--- src/rtl/lut_multiplier_seq_if.sv ---
// Start/done handshake bundle for the sequential LUT multiplier.
// The requester drives the operands and start; the multiplier returns busy, done and the product.
interface lut_multiplier_seq_if #(
    parameter int A_WIDTH = 16,
    parameter int B_WIDTH = 16
);
    logic                       start;
    logic                       reuse_a;
    logic [A_WIDTH-1:0]         A;
    logic [B_WIDTH-1:0]         B;
    logic                       busy;
    logic                       done;
    logic [A_WIDTH+B_WIDTH-1:0] M;

    modport master (
        output start, reuse_a, A, B,
        input  busy, done, M
    );

    modport slave (
        input  start, reuse_a, A, B,
        output busy, done, M
    );
endinterface

--- src/rtl/lut_multiplier_seq.sv ---
// Sequential LUT multiplier: builds a table of multiples of A (one entry per clock),
// then accumulates B one DIGIT-wide digit per clock, most significant digit first.
// The table can be kept across operations so repeated multiplies by the same A skip the build.
module lut_multiplier_seq #(
    parameter int A_WIDTH = 16,
    parameter int B_WIDTH = 16,
    parameter int DIGIT   = 4
) (
    input logic                 clk,
    input logic                 reset,
    lut_multiplier_seq_if.slave bus
);
    localparam int N     = B_WIDTH / DIGIT;
    localparam int P_W   = A_WIDTH + B_WIDTH;
    localparam int T     = 2 ** DIGIT;
    localparam int IDX_W = (N > 1) ? $clog2(N) : 1;

    typedef enum logic [1:0] {S_IDLE, S_BUILD, S_ACCUM, S_DONE} state_t;

    state_t             state_q;
    logic               busy_q;
    logic               done_q;
    logic               tv_q;
    logic [P_W-1:0]     m_q;
    logic [P_W-1:0]     acc_q;
    logic [P_W-1:0]     acc_d;
    logic [P_W-1:0]     a_q;
    logic [P_W-1:0]     entry_d;
    logic [B_WIDTH-1:0] b_q;
    logic [IDX_W-1:0]   idx_q;
    logic [DIGIT-1:0]   bk_q;
    logic [DIGIT-1:0]   digit;
    logic [P_W-1:0]     tbl_q [T];
    logic               accept;
    logic               rebuild;

    // Handshake decode and the two datapath adders (table build and digit accumulate).
    always_comb begin
        accept  = bus.start && ((state_q == S_IDLE) || (state_q == S_DONE));
        rebuild = !(bus.reuse_a && tv_q);
        // b_q is shifted left each ACCUM step, so the current digit is always the top slice.
        digit   = b_q[B_WIDTH-1 -: DIGIT];
        acc_d   = (acc_q << DIGIT) + tbl_q[digit];
        entry_d = tbl_q[bk_q - DIGIT'(1)] + a_q;
    end

    // Control FSM with registered busy/done/product; reset abandons any operation in flight.
    always_ff @(posedge clk) begin
        if (reset) begin
            state_q <= S_IDLE;
            busy_q  <= 1'b0;
            done_q  <= 1'b0;
            m_q     <= '0;
            tv_q    <= 1'b0;
            acc_q   <= '0;
            idx_q   <= '0;
            bk_q    <= '0;
        end else begin
            done_q <= 1'b0;
            case (state_q)
                S_IDLE, S_DONE: begin
                    busy_q <= 1'b0;
                    if (accept) begin
                        acc_q  <= '0;
                        idx_q  <= IDX_W'(N - 1);
                        busy_q <= 1'b1;
                        if (rebuild) begin
                            // Table is being overwritten, so it is not usable until BUILD finishes.
                            tv_q    <= 1'b0;
                            bk_q    <= DIGIT'(2);
                            state_q <= S_BUILD;
                        end else begin
                            state_q <= S_ACCUM;
                        end
                    end else begin
                        state_q <= S_IDLE;
                    end
                end
                S_BUILD: begin
                    bk_q <= bk_q + DIGIT'(1);
                    if (bk_q == DIGIT'(T - 1)) begin
                        tv_q    <= 1'b1;
                        state_q <= S_ACCUM;
                    end
                end
                S_ACCUM: begin
                    acc_q <= acc_d;
                    idx_q <= idx_q - IDX_W'(1);
                    if (idx_q == '0) begin
                        m_q     <= acc_d;
                        done_q  <= 1'b1;
                        busy_q  <= 1'b0;
                        state_q <= S_DONE;
                    end
                end
                default: begin
                    state_q <= S_IDLE;
                end
            endcase
        end
    end

    // Operand latches and multiples table; contents are only trusted once tv_q says so.
    always_ff @(posedge clk) begin
        if (accept) begin
            b_q <= bus.B;
            if (rebuild) begin
                a_q      <= {{B_WIDTH{1'b0}}, bus.A};
                tbl_q[0] <= '0;
                tbl_q[1] <= {{B_WIDTH{1'b0}}, bus.A};
            end
        end else if (state_q == S_BUILD) begin
            tbl_q[bk_q] <= entry_d;
        end else if (state_q == S_ACCUM) begin
            b_q <= b_q << DIGIT;
        end
    end

    assign bus.busy = busy_q;
    assign bus.done = done_q;
    assign bus.M    = m_q;
endmodule

--- src/flat_wrapper.sv ---
// flat-port wrapper written by rule: the top's interface ports become plain ports
module lut_multiplier_seq_flat 
#(
    parameter int A_WIDTH = 16,
    parameter int B_WIDTH = 16,
    parameter int DIGIT   = 4
)
  (clk, reset, bus_start, bus_reuse_a, bus_A, bus_B, bus_busy, bus_done, bus_M);
  lut_multiplier_seq_if #(.A_WIDTH(A_WIDTH), .B_WIDTH(B_WIDTH)) bus_i ();
  input logic clk;
  input logic reset;
  input wire logic [$bits(bus_i.start)-1:0] bus_start;
  input wire logic [$bits(bus_i.reuse_a)-1:0] bus_reuse_a;
  input wire logic [$bits(bus_i.A)-1:0] bus_A;
  input wire logic [$bits(bus_i.B)-1:0] bus_B;
  output wire logic [$bits(bus_i.busy)-1:0] bus_busy;
  output wire logic [$bits(bus_i.done)-1:0] bus_done;
  output wire logic [$bits(bus_i.M)-1:0] bus_M;
  assign bus_i.start = bus_start;
  assign bus_i.reuse_a = bus_reuse_a;
  assign bus_i.A = bus_A;
  assign bus_i.B = bus_B;
  assign bus_busy = bus_i.busy;
  assign bus_done = bus_i.done;
  assign bus_M = bus_i.M;
  lut_multiplier_seq #(.A_WIDTH(A_WIDTH), .B_WIDTH(B_WIDTH), .DIGIT(DIGIT)) u_core (.clk(clk), .reset(reset), .bus(bus_i));
endmodule
--- config.mk ---
export PLATFORM = sky130hd
export DESIGN_NAME = lut_multiplier_seq_flat
export DESIGN_NICKNAME = d
export VERILOG_FILES = /design/src/rtl/lut_multiplier_seq_if.sv /design/src/rtl/lut_multiplier_seq.sv /design/src/flat_wrapper.sv
export SDC_FILE = /design/constraint.sdc
export NUM_CORES = 1
export LEC_CHECK = 0
export CORE_ASPECT_RATIO = 1.75
export CORE_MARGIN = 2
export CORE_UTILIZATION = 40
export DETAILED_ROUTE_END_ITERATION = 7
export PLACE_DENSITY = 0.52
export SLEW_MARGIN = 40
export SYNTH_ARGS = -nofsm -noshare
export SYNTH_HDL_FRONTEND = slang
export SYNTH_SLANG_ARGS = --single-unit
--- constraint.sdc ---
create_clock -name clk -period 18.9 [get_ports clk]
set_input_delay 3.78 -clock clk [delete_from_list [all_inputs] [get_ports clk]]
set_output_delay 3.78 -clock clk [all_outputs]
set_load 0.02 [all_outputs]
### Word level (Yosys, flattened, before mapping)

Memories as Yosys holds them, arrays and structs flattened. A register that Yosys moved wholly into a read port is not among the register bits.
Cells that the tools add are included.

* add/subtract/negate cells: 5
* eq/ne operators: 9
* multiplexer cells: 33
* bitwise operators: 2
* reduce and logical (&&, ||, !) cells: 19

Operators with widths (number)
* 28-bit case mux with 2 select lines: 1
* 16-bit 2-to-1 mux: 3
* 32-bit by 16-bit adder with 32-bit output: 1
* 32-bit adder: 1
* 32-bit 2-to-1 mux: 1
* 32-bit OR reduction: 1
* 28-bit 2-to-1 mux: 1
* 4-bit 2-to-1 mux: 4
* 1-bit 2-to-1 mux: 13
* 2-bit AND reduction: 6
* 2-bit 2-to-1 mux: 5
* 2-bit by 1-bit != test with 1-bit output, second input constant: 4
* 4-bit case mux with 2 select lines: 1
* 2-bit case mux with 3 select lines: 1
* 2-bit nonzero test: 3
* 4-bit by 1-bit adder with 4-bit output, second input constant: 1
* 2-bit == test, second input constant: 2
* 4-bit == test, second input constant: 1
* 2-bit zero test: 2
* 1-bit case mux with 2 select lines: 2
* 2-bit case mux with 2 select lines: 1
* 4-bit AND reduction: 1
* 2-bit OR reduction: 2
* 4-bit by 1-bit subtractor with 4-bit output, second input constant: 1
* other kinds (7): 9

* bits in registers: 103
* bits in writable memories: 512
* output and inout bits: 34
* logic and storage cells: 79
* memories kept: 1

Memories
* u_core.tbl_q: depth 16, width 32, rd ports 2, clocked after memory_dff 1, wr ports 2, RTL line lut_multiplier_seq.sv:33 `logic [P_W-1:0] tbl_q [T];`

### Logic depth before layout (Yosys ltp)

Gate-level depths: netlist (run 1).

* word-level depth: 7
* depth in mapped cells: 24
* gate-level depth less buffers: 14

### Worst setup path before layout (run 1)

Ideal clock, no wire load.

* kind: flip-flop to flip-flop
* start point: register u_core.bk_q[0]
* end point: memory u_core.tbl_q[0][22] in the netlist's numbering (data pin)
* library setup time: 0.141 ns
* arrival time: 6.402 ns
* path slack: 12.357 ns
* stages on the path, launching flop included: 24
* buffers on the path: 10
* period minus slack after synthesis: 6.543 ns
* cells stage by stage: dfxtp_1 > buf_6 > buf_8 > buf_6 > buf_6 > clkinv_1 > ha_1 > buf_2 > buf_4 > buf_2 > buf_2 > buf_1 > clkbuf_1 > mux4_2 > mux4_2 > ha_1 > fa_1 > a211oi_1 > o21ai_0 > a31oi_1 > o2bb2ai_1 > o21ai_1 > a31oi_1 > nor2b_1

RTL lines
* from (decl): RTL line lut_multiplier_seq.sv:31 `logic [DIGIT-1:0] bk_q;`
* from (signal assigned): RTL line lut_multiplier_seq.sv:80 `bk_q <= bk_q + DIGIT'(1);`
* to (decl): RTL line lut_multiplier_seq.sv:33

==> impl_results.md, run 1 <==
* Asr flop ratio synth at 0%
* Post-CTS resize count at 0
* Crit path to: u_core.tbl_q[0][22]
* Drt wl/cell at 29.78 um
* Most common cell in the netlist: edfxtp_1
* Detail Placement HPWL at 49940 um
* Nets at 1912
* Clock power frac at 17.9%
* Starting Density at 40.46%
* Worst r2r src: u_core.bk_q[0]
* Port buffer count at 69
* Setup Skew at 0.02263 ns
* Share of cells above drive strength 1 at 26.61%
* Die width at 211.0 um
* Fmax at 159.5 MHz
* CTS tree: built
* Dominant cell type by area after synthesis: edfxtp_1
* Post-Syn Area per Cell at 16.91 um2
* Syn_nets at 1865
* Grt ovf at 0
* Sw Ratio at 38.24%
* R2R setup slack at 12.63 ns
* # hold bufs at CTS at 0
* Seq/Total Area, Yosys at 59.45%
* TNS Setup at 0 ns
* CTS buffer count at 56
* Multiplexer share of the synthesized area at 24.66%
* Starting DRT DRC Count at 1394
* Yosys reg bits at 619
* Final setup violation count at 0
* M2 GR Usage at 39.78%
* Slew @ Worst Pin at 0.8388 ns
* Commonest cells in the netlist: edfxtp_1 (544), mux4_2 (316), nand2_1 (121)
* Peak VDD IR at 0.1026 mV
* Via count at 17218
* Multi-input gate area at 0.01159 mm2
* Clock tree sinks at 619
* Arr. time, crit path at 6.61 ns
* # DRC at 0
* Largest family of logic cells by synthesized area: multiplexers
* Postcts setup bufs at 0
* Clock-pin slew on the worst setup and hold paths at 0.07 ns
* Fin. Hold Viols at 0
* Fill cells at 6303
* Worst EP required at 19.24 ns
* Post-synthesis compound-gate area fraction at 4.663%
* Clk buf depth at 3
* Total track usage at 21.75%
* Gate power share at 45.4%
* Ys Warns at 0
* Sw Pwr at 2.418 mW
* Die ar. at 0.07730 mm2
* GRT Max-Usage Layer: met2
* Synth area leaders: edfxtp_1 (54%), mux4_2 (24%), dfxtp_1 (5.0%)
* Worst skew pair latency at 0.62 ns
* Fin util at 45.26%
* Number of global-route vias before repair at 18239
* Area Overhead vs Synth at 11.88%
* Row Count at 132
* Core area at 0.07416 mm2
* Antenna Nets Post-Route at 0
* Pin count of the biggest net entering global routing at 61
* Tcrit/Tclk final at 33.18%
* Met3 usage at 2.486%
* Setup crit end kind: flip-flop
* H-tree depth at 2
* EDFF count, synth at 544
* Crit path from: u_core.bk_q[0]
* Placer Congestion at 0.8193
* First-pass GRT wire length at 122200 um
* Max cap viols at 0
* Via-to-Cell Ratio at 6.145
* Cell variety after synth at 61
* Leak at 10.96 nW
* Share of Yosys cell area claimed by the top area cell type at 54.45%
* Xor/xnor share of the synthesized area at 1.560%
* Synth Instances at 1774
* Top-level port count at 70
* Reg power frac at 36.7%
* RR Endpoint: u_core.tbl_q[0][22]
* Internal at 3.905 mW
* Final Slew Violations at 0
* Power Density at 188.4 mW/mm2
* Main synth FF type: edfxtp_1
* Initial antenna violation count at 0
* Hold Crit Class: reg -> reg
* Clk root buf: clkbuf_16
* Post-synthesis cell area at 0.03000 mm2
* Crit start category: flip-flop
* CP Class: reg -> reg
* Post-synthesis adder-cell area fraction at 2.344%
* Synth Area in Simple Gates at 5.030%
* Reg2Reg Depth at 17
* Worst-path fanout max at 31
* DRT Pass-1 Iters at 5
* Status: complete, no violations
* Tmin final at 6.271 ns
* Worst slew margin at 42.63%
* GRT met1 Usage at 26.37%
* Inserted Diodes at 0
* Final wirelength at 83460 um
* Die span in y at 366.3 um
* RSZ-0062 raised after global routing: false
* Sequential Area at 0.01785 mm2
## placed cells by master, fill, tap and decap left out, types with 21 or more instances in the layout
cell	count
clkbuf_16	56
nand2_1	117
ha_1	52
edfxtp_1	544
a21oi_1	67
nand3_1	27
inv_1	45
xor2_1	25
a22oi_1	21
dfxtp_1	70
o21ai_0	47
nor2_1	103
clkdlybuf4s50_1	68
mux4_2	316
## routing by layer
metal / share of wire, % / vias to the layer above
met3: 4.6 / 131
met1: 38 / 9191
met5: 0 / -
met4: 3.1 / 0
li1: - / 7303
met2: 54 / 593
## cell type report
type,instances,area share (%)
Clock buffer,67,4.451
Sequential cell,619,53.18
Multi-Input combinational cell,998,34.54
Timing Repair Buffer,99,2.956
Clock inverter,34,0.8536
Inverter,47,0.5256
Tap cell,938,3.496
## worst min-delay path by stage
stage,endpoint,slack [ns],depth (start not counted),from
after floorplan,u_core.acc_q[4],0.44,2,u_core.acc_q[4]
after global placement,u_core.bus.M[1],0.44,2,u_core.bus.M[1]
after detailed placement,u_core.bus.M[14],0.45,2,u_core.bus.M[14]
after CTS,u_core.bus.M[14],0.46,2,u_core.bus.M[14]
after global routing,u_core.bus.M[23],0.47,2,u_core.bus.M[23]
final,u_core.bus.M[14],0.45,2,u_core.bus.M[14]
## through the flow
stage	hold WS [ns]	instance area, um2	power [mW]	setup slack (ns)	instances
global placement	0.4431	31640	5.173	12.07	2696
global route	0.4718	33570	6.661	12.18	2802
finish	0.4526	33570	6.322	12.63	2802
CTS	0.4553	33530	6.387	12.55	2800
detailed placement	0.4459	31750	5.244	12.61	2699
floorplan	0.4362	30000	4.300	12.36	1774
## power groups by stage
stage / Combinational [mW] / Clock, mW / Sequential (mW)
after detailed placement: 2.89 / 0 / 2.35
after global routing: 3.12 / 1.20 / 2.34
after floorplan: 2.02 / 0 / 2.28
final: 2.87 / 1.13 / 2.32
after global placement: 2.83 / 0 / 2.34
after CTS: 2.91 / 1.16 / 2.32
## state kept, by name, summed over array words and instances (netlist names), named ones only
name,cells
u_core.a_q,16
u_core.bk_q,4
u_core.b_q,16
u_core.tbl_q,512
u_core.bus.busy,1
u_core.state_q,2
u_core.tv_q,1
u_core.acc_q,28
u_core.bus.done,1
u_core.bus.M,32
u_core.idx_q,2
## critical path: stages, from the launching register on
cell,delay (ns)
dfxtp_4,0.77
clkinv_1,0.47
ha_4,0.57
buf_12,0.25
buf_12,0.25
mux4_2,0.34
mux4_2,0.46
ha_1,0.25
fa_1,0.47
a211oi_1,0.38
o21ai_0,0.21
a31oi_1,0.32
o2bb2ai_1,0.23
o21ai_1,0.12
buf_4,0.21
a41oi_1,0.23
a31oi_2,0.17
nor2b_1,0.24
## cell families after synthesis
family	Yosys count
AO/OA/AOI/OAI	218
multiplexers	342
flip-flops	619
XOR/XNOR	50
AND/OR/NAND/NOR	333
adder cells (fa/ha/maj)	55
buffers and inverters	157
Power figures use the tool's default switching activity.
==> run 2: changes to the inputs <==
==> constraint.sdc (replaced) <==
create_clock -name clk -period 6.5 [get_ports clk]
set_input_delay 1.3 -clock clk [delete_from_list [all_inputs] [get_ports clk]]
set_output_delay 1.3 -clock clk [all_outputs]
set_load 0.02 [all_outputs]
==> run 2 against run 1 <==
- clock skew fell by 0.0066 ns
- via count increased by 1.3%
- final area up 1.3%
- setup slack worse by 12 ns
- worst hold slack improved by 0.00062 ns
- die area unchanged
- clock-buffer cell count grew 3
- non-clock buffer count up 15
- first-iteration DRC count grew 20%
- sequential share of layout area decreased by 0.68 points
- combinational power rose to 3.0 times the previous value
- critical path type unchanged
==> impl_results.md, run 2 (synthesized netlist as in run 1, its figures left out) <==
* Status: complete, no violations
* H-tree depth at 2 (unchanged)
* Post-layout power at 18.91 mW (+200%)
* Crit path from: u_core.bk_q[0]
* Worst skew pair latency at 0.64 ns (+0.02 ns)
* Clock tree sinks at 619 (unchanged)
* Drt wl/cell at 30.05 um (+0.89%)
* Crit start category: flip-flop
* Arr. time, crit path at 6.11 ns (-0.50 ns)
* Multi-input gate area at 0.01161 mm2 (+0.13%)
* Worst-path fanout max at 36 (+16%)
* Share of cells above drive strength 1 at 27.34% (+0.73 points)
* Worst slack, placed at 0.8156 ns (-11.79 ns)
* Tmin final at 5.783 ns (-0.4878 ns)
* Starting DRT DRC Count at 1667 (+20%)
* Worst EP required at 6.83 ns (-12.41 ns)
* Post-CTS resize count at 0 (unchanged)
* Slew @ Worst Pin at 0.8583 ns (+0.01944 ns)
* Tcrit/Tclk final at 88.97% (+56 points)
* Metal3 WL at 3760 um (-2.0%)
* Hold Startpoint: u_core.bus.M[8]
* CTS buffer count at 57 (+1.8%)
* Setup crit end kind: flip-flop
* Fill cells at 6301 (-0.032%)
* Top-level port count at 70 (unchanged)
* Total track usage at 22.19% (+0.44 points)
* Core area at 0.07416 mm2 (unchanged)
* Most flops, register: u_core.tbl_q
* Crit-path max cell delay at 0.77 ns (about the same)
* First-pass GRT wire length at 124200 um (+1.6%)
* Clock-pin slew on the worst setup and hold paths at 0.07 ns (about the same)
* Worst r2r src: u_core.bk_q[0]
* Starting Density at 40.46% (unchanged)
* Initial antenna violation count at 0 (unchanged)
* Most frequent cells in the layout: edfxtp_1 (544), mux4_2 (316), nand2_1 (117)
* RSZ-0062 raised after global routing: false
* # DRC at 0 (unchanged)
* Final hold slack at 0.4532 ns (+0.0006220 ns)
* Final setup violation count at 0 (unchanged)
* Most common cell after layout, fill and taps aside: edfxtp_1
* Via-to-Cell Ratio at 6.179 (+0.56%)
* Postcts setup bufs at 0 (unchanged)
* Placer Congestion at 0.8474 (+3.4%)
* Via count at 17438 (+1.3%)
* TNS Setup at 0 ns (unchanged)
* Area Overhead vs Synth at 13.33%
* CP dominant cell by count: mux4_2
* CP top delay family: adder cells
* Clk buf depth at 3 (unchanged)
* Die span in y at 366.3 um (unchanged)
* Max cap viols at 0 (unchanged)
* Number of flip-flops under the largest register name at 512 (unchanged)
* Final Slew Violations at 0 (unchanged)
* Die ar. at 0.07730 mm2 (unchanged)
* Met2 wire len at 45700 um (+0.97%)
* Fin. Hold Viols at 0 (unchanged)
* Setup Skew at 0.01606 ns (-0.006569 ns)
* Port buffer count at 69 (unchanged)
* Row Count at 132 (unchanged)
* Peak VDD IR at 0.3638 mV (+250%)
* Worst slew margin at 42.78% (+0.15 points)
* CP max stage cell: ha_4
* Die width at 211.0 um (unchanged)
* Nets at 1928 (+0.84%)
* CP Class: reg -> reg
* Worst Slack Setup Final at 0.7167 ns (-11.91 ns)
* DRT Pass-1 Iters at 5 (unchanged)
* Antenna Nets Post-Route at 0 (unchanged)
* Pin count of the biggest net entering global routing at 90 (+48%)
* Post-Place Cells at 2713 (+0.52%)
* Detail Placement HPWL at 51920 um (+4.0%)
* Buf/Inv on CP at 3 (-1)
* Fmax at 172.9 MHz (+8.4%)
* Final wirelength at 84800 um (+1.6%)
* Hold Crit Class: reg -> reg
* # hold bufs at CTS at 0 (unchanged)
* Clk root buf: clkbuf_16
* Leak at 11.15 nW (+1.7%)
* Top routing layer used: met4
* Grt ovf at 0 (unchanged)
* Final std cells w/o fill at 2822 (+0.71%)
* CTS tree: built
* DRT met1 WL at 33360 um (+5.0%)
* Inserted Diodes at 0 (unchanged)
* Power Density at 556.0 mW/mm2 (+200%)
* CP Cell Sequence: clkinv_1, ha_4, mux4_2, mux4_2, ha_1, fa_1, a211oi_1, o21ai_0, a31oi_1, o2bb2ai_1, o21ai_1, buf_4, nand4_1, xor2_1, inv_1
* Number of global-route vias before repair at 18096 (-0.78%)
* Sequential Area at 0.01785 mm2 (unchanged)
[run 2: final timing paths]
check	slack, ns	end	cells past startpoint
setup reg to reg	0.72	u_core.tbl_q[9][24]	15
hold reg to reg	0.45	u_core.bus.M[8]	2
hold / removal	0.45	u_core.bus.M[8]	2
setup / recovery	0.72	u_core.tbl_q[9][24]	15
[run 2: area by class of cell]
type | count | share of cell area, %
flip-flops and latches | 619 | 52.50
multi-input cells | 998 | 34.14
clock buffers | 70 | 4.556
well taps | 938 | 3.452
repair buffers | 114 | 3.433
clock inverters | 36 | 1.402
inverters | 47 | 0.5189
[run 2: routing by layer]
| layer | track usage [%] | vias up |
|---|---|---|
| li1 | - | 7356 |
| met4 | 6.135 | 0 |
| met5 | 0 | - |
| met3 | 2.700 | 118 |
| met1 | 27.60 | 9377 |
| met2 | 40.40 | 587 |
[run 2: report_power, final]
part / total (mW) / leakage [nW] / internal (mW) / switching (mW)
combinational: 8.52 / 4.59 / 3.22 / 5.30
sequential: 6.69 / 5.58 / 6.39 / 0.302
clock: 3.69 / 0.984 / 2.13 / 1.56
[run 2: metrics by stage]
| step | utilization [%] | instance area (um2) |
|---|---|---|
| floorplan | - | 30010 |
| global placement | 42.82 | 31750 |
| detailed placement | 43.02 | 31900 |
| CTS | 45.75 | 33930 |
| global route | 45.85 | 34000 |
| finish | 45.85 | 34000 |
[run 2: worst reg2reg max path, delay by kind of cell, from the launching register on]
family / cells / cell delay, ns
AOI/OAI and AO/OA: 5 / 1.40
xor gates and xnor gates: 1 / 0.27
adders and majority gates: 3 / 1.51
buffers and inverters: 3 / 0.70
DFF: 1 / 0.38
muxes: 2 / 1.08
and+or+nand+nor: 1 / 0.14
==> run 3: changes to the inputs <==
--- a/config.mk
+++ b/config.mk
@@ -14,3 +14,4 @@
 export SYNTH_ARGS = -nofsm -noshare
 export SYNTH_HDL_FRONTEND = slang
 export SYNTH_SLANG_ARGS = --single-unit
+export TNS_END_PERCENT = 50
==> results of run 3 <==
No change in the layout: final DEF, timing and power equal those of run 2.
